## config.mk

```make
export PLATFORM = sky130hd
export DESIGN_NAME = out_mem_wr_sched
export DESIGN_NICKNAME = d
export VERILOG_FILES = /design/src/rtl/out_mem_wr_sched.sv
export SDC_FILE = /design/constraint.sdc
export NUM_CORES = 1
export LEC_CHECK = 0
export CORE_AREA = 8 8 501 503
export CTS_CLUSTER_SIZE = 8
export DETAILED_ROUTE_END_ITERATION = 16
export DIE_AREA = 0 0 509 511
export GPL_ROUTABILITY_DRIVEN = 0
export PLACE_DENSITY = 0.31
export SLEW_MARGIN = 20
export SYNTH_ARGS = -nofsm -noshare
export SYNTH_HDL_FRONTEND = slang
export SYNTH_SLANG_ARGS = --single-unit
```

## constraint.sdc

```tcl
create_clock -name clk -period 8.9 [get_ports clk]
set_clock_uncertainty 0.15 [all_clocks]
set_input_delay 1.335 -clock clk [delete_from_list [all_inputs] [get_ports clk]]
set_output_delay 1.335 -clock clk [all_outputs]
set_load 0.005 [all_outputs]
```

## src/rtl/out_mem_wr_sched.sv

```systemverilog
// Write-side scheduler for the output result buffer: round-robin arbitration of
// N_REQ producers onto one write port, sequencing cfg_dat_num+1 beats per tile.
module out_mem_wr_sched #(
  parameter int WIDTH      = 256,
  parameter int N_REQ      = 4,
  parameter int log2_DEPTH = 3
) (
  input  logic                      clk,
  input  logic                      rst,
  input  logic                      cfg_start,
  input  logic [log2_DEPTH-1:0]     cfg_dat_num,
  input  logic                      cfg_abort,
  input  logic [N_REQ-1:0]          req_vld,
  input  logic [N_REQ*WIDTH-1:0]    req_dat,
  output logic [N_REQ-1:0]          req_rdy,
  output logic                      mem_dat_vld,
  output logic [WIDTH-1:0]          mem_dat,
  output logic [log2_DEPTH-1:0]     mem_dat_num,
  output logic                      busy,
  output logic                      tile_done,
  output logic [log2_DEPTH-1:0]     beat_cnt
);

  localparam int PTR_W = (N_REQ > 1) ? $clog2(N_REQ) : 1;

  typedef enum logic [1:0] {
    S_IDLE,
    S_RUN,
    S_DONE
  } state_t;

  state_t                r_state;
  logic [PTR_W-1:0]      r_ptr;
  logic [log2_DEPTH-1:0] r_beat_cnt;
  logic [log2_DEPTH-1:0] r_dat_num;
  logic                  r_mem_vld;
  logic [WIDTH-1:0]      r_mem_dat;

  logic                  w_gnt_any;
  logic [PTR_W-1:0]      w_gnt_idx;
  logic [PTR_W-1:0]      w_idx;
  logic [PTR_W-1:0]      w_ptr_nxt;
  logic [N_REQ-1:0]      w_gnt_oh;
  logic [WIDTH-1:0]      w_gnt_dat;

  // Round-robin search starting at r_ptr; abort suppresses any grant this cycle.
  // NOTE: every signal written here gets a default first so no latch is inferred.
  always_comb begin
    w_gnt_any = 1'b0;
    w_gnt_idx = '0;
    w_idx     = '0;
    if (r_state == S_RUN && !cfg_abort) begin
      for (int k = 0; k < N_REQ; k++) begin
        w_idx = PTR_W'((int'(r_ptr) + k) % N_REQ);
        if (!w_gnt_any && req_vld[w_idx]) begin
          w_gnt_any = 1'b1;
          w_gnt_idx = w_idx;
        end
      end
    end
  end

  assign w_gnt_oh  = w_gnt_any ? (N_REQ'(1) << w_gnt_idx) : '0;
  assign w_gnt_dat = req_dat[int'(w_gnt_idx)*WIDTH +: WIDTH];
  assign w_ptr_nxt = (w_gnt_idx == PTR_W'(N_REQ-1)) ? '0 : w_gnt_idx + 1'b1;

  // NOTE: sequential state uses non-blocking assignments only, so every
  // register sees the pre-edge values of the others.
  always_ff @(posedge clk or posedge rst) begin
    if (rst) begin
      r_state    <= S_IDLE;
      r_ptr      <= '0;
      r_beat_cnt <= '0;
      r_dat_num  <= '0;
      r_mem_vld  <= 1'b0;
      r_mem_dat  <= '0;
    end else begin
      case (r_state)
        S_IDLE: begin
          r_mem_vld <= 1'b0;
          if (cfg_start && !cfg_abort) begin
            r_dat_num  <= cfg_dat_num;
            r_beat_cnt <= '0;
            r_state    <= S_RUN;
          end
        end
        S_RUN: begin
          if (cfg_abort) begin
            r_state    <= S_IDLE;
            r_beat_cnt <= '0;
            r_mem_vld  <= 1'b0;
          end else if (w_gnt_any) begin
            r_mem_vld <= 1'b1;
            r_mem_dat <= w_gnt_dat;
            r_ptr     <= w_ptr_nxt;
            if (r_beat_cnt == r_dat_num) begin
              r_state    <= S_DONE;
              r_beat_cnt <= '0;
            end else begin
              r_beat_cnt <= r_beat_cnt + 1'b1;
            end
          end else begin
            r_mem_vld <= 1'b0;
          end
        end
        S_DONE: begin
          // Last beat is on the write port now; the tile closes unconditionally.
          r_state    <= S_IDLE;
          r_beat_cnt <= '0;
          r_mem_vld  <= 1'b0;
        end
        default: begin
          r_state   <= S_IDLE;
          r_mem_vld <= 1'b0;
        end
      endcase
    end
  end

  assign req_rdy     = w_gnt_oh;
  assign mem_dat_vld = r_mem_vld;
  assign mem_dat     = r_mem_dat;
  assign mem_dat_num = r_dat_num;
  assign busy        = (r_state != S_IDLE);
  assign tile_done   = (r_state == S_DONE);
  assign beat_cnt    = r_beat_cnt;

endmodule

```

==> out/results.ini <==
[run_status]
status = complete, no violations

[drt]
wl_um = 208000
ant_nets = 0
via_count = 24800
drt_iter0_drc = 1492
viasPerCell = 3.67
routedWlPerCell_um = 30.7
firstDrtPassIters = 5
drc = 0

[setup_path]
cp.arrival_ns = 4.56
setup.worst_path.start = cfg_abort
r2r-start = r_ptr[1]$_DFFE_PP0P_
worst_ep_required_time_ns = 7.41
worstSetupPathType = in2out
worst_setup_path_start_kind = input pin
end_kind = primary output
cp_max_fo = 79

[grt]
grt_pass1_wl_um = 270000
antenna_found_initial = 150
first_global_vias = 26100
grt.total_usage_pct = 15.1
grt_max_degree = 104
gr-total-overflow = 0

[pwr]
finalPower_uw = 8550
leakage_uw = 0.0135
vdd_drop_max_mv = 0.119
cellPowerDensity_nw_per_um2 = 231

[clocking]
cts.sinks = 267
cts_hold_buf = 0
insertion_delay_ns = 0.64
numCtsBuffers = 44
cts_resized = 0
htreeDepth = 2
root_buffer = clkbuf_16
cts_setup_buffers = 0
clockBufferDepth = 3
clk_pin_slew_ns = 0.05
cts_tree = yes

[cells_and_area]
final_cell_mix = clkdlybuf4s50_1 (1303), dfrtp_1 (267), nand2_1 (265)
layout_commonest_cell = clkdlybuf4s50_1
nNetsFinal = 4559
fin_cells = 6761
drive_gt1_share_pct = 10.6
synthToLayoutAreaGrowth_pct = 91.9

[floorplan]
die_w_um = 509
die_h_um = 511
die_area_um2 = 260000
rows = 181
initial_core_util_pct = 7.94
io_pins = 1304
core-area_um2 = 243000

[timing]
finalCriticalPeriod_ns = 6.05
min_period_over_period_pct = 67.9
report.final.slew_viol_count = 0
slew_headroom_pct = 28.4
finalSetupTns_ns = 0
rsz0062_at_grt = false
setup-violations-final = 0
setup_slack_ns = 2.85
hold_violations = 0
max_freq_mhz = 165
tightest_slew_ns = 1.07

[yosys]
synth_flop_cell = dfrtp_1
synth.largest_area_cell = dfrtp_1
ys_async_sr_fraction_pct = 100
avgSynthCellArea_um2 = 8.08
synth-edff-count = 0
syn-num-nets = 3423
synth_top_cells_by_area = dfrtp_1 (35%), a211oi_2 (16%), a211oi_1 (10%)
syn_area_um2 = 19300
yosys_warnings = 0
synth_top_area_share_pct = 34.7
synth_seq_cells = 267
syn_inst = 2383
synth_cell_types = 35
ys_seq_area_share_pct = 34.7

[placed_design]
place_inst = 6675
place_hpwl_um = 167000
post-place-ws_ns = 2.93
port_buffers = 1303

[min_path]
hold_class = reg2reg
hold_start = mem_dat_num[2]$_DFFE_PP0P_

[job]
cap_violations = 0

report_power, final:
part | total, uW | internal (uW) | switching (uW)
clock network | 1770 | 999 | 773
registers | 2170 | 1790 | 390
logic | 4600 | 2140 | 2460
total | 8550 | 4920 | 3630
critical path: stages:
cell and delay [ns]:
clkdlybuf4s50_1 0.55, nor2_1 0.30, nand3_4 0.18, nor3_2 0.83, inv_8 0.43, ha_1 0.34
and2_1 0.13, clkdlybuf4s50_1 0.45
flip-flops by register name (all words and copies together), names as in the netlist:
name         count
mem_dat        256
mem_dat_vld      1
r_ptr            2
r_state          2
mem_dat_num      3
beat_cnt         3
final cells by class:
class,instances,area (um^2)
Inverter,263,1010
Clock buffer,65,1300
Fill cell,27700,206000
Sequential cell,267,6680
Tap cell,3202,4010
Multi-Input combinational cell,1598,10400
Clock inverter,7,42.5
Timing Repair Buffer,1345,13500
Antenna cell,14,35.0
path summary, 6_finish.rpt:
path / to / slack [ns] / cells past startpoint
worst max-delay path: req_rdy[0] / 2.85 / 8
worst min-delay path: mem_dat_num[2]$_DFFE_PP0P_ / 0.41 / 1
worst max register to register: mem_dat[107]$_DFFE_PP0P_ / 4.68 / 8
worst min register to register: mem_dat_num[2]$_DFFE_PP0P_ / 0.41 / 1
max in group asynchronous: mem_dat[152]$_DFFE_PP0P_ / 6.12 / 3
min in group asynchronous: mem_dat[8]$_DFFE_PP0P_ / 1.07 / 2
metal layers:
layer | part of all wire [%] | vias to the layer above | GRT usage (%)
li1 | - | 10800 | -
met1 | 42 | 12300 | 18.6
met2 | 45 | 1291 | 24.6
met3 | 10 | 321 | 6.63
met4 | 1.8 | 114 | 2.66
met5 | 0.35 | - | 0
synth_stat cells, types with 5 or more instances:
cell type,instances
a21oi_1,255
dfrtp_1,267
inv_1,261
nand2_1,266
a211oi_1,261
buf_2,79
clkbuf_1,144
a211oi_2,249
buf_6,27
a31oi_1,256
nor2_1,264
ha_1,5
stage by stage:
stage               hold slack (ns)  util (%)  cell area [um^2]
detailed placement            0.403      14.7             35600
CTS                           0.416      15.2             36900
global route                  0.437      15.2             36900
floorplan                     0.312         -             19300
finish                        0.409      15.2             37000
global placement              0.407      14.7             35600
kinds of logic after synthesis:
group / share of synthesized area [%]
DFF: 34.7
xor gates and xnor gates: 0.136
adders and majority gates: 0.325
AOI/OAI and AO/OA: 41.8
and+or+nand+nor: 11.1
muxes: 0.175
buffers and inverters: 11.7
Note: power is estimated with default switching activity, not from simulation.
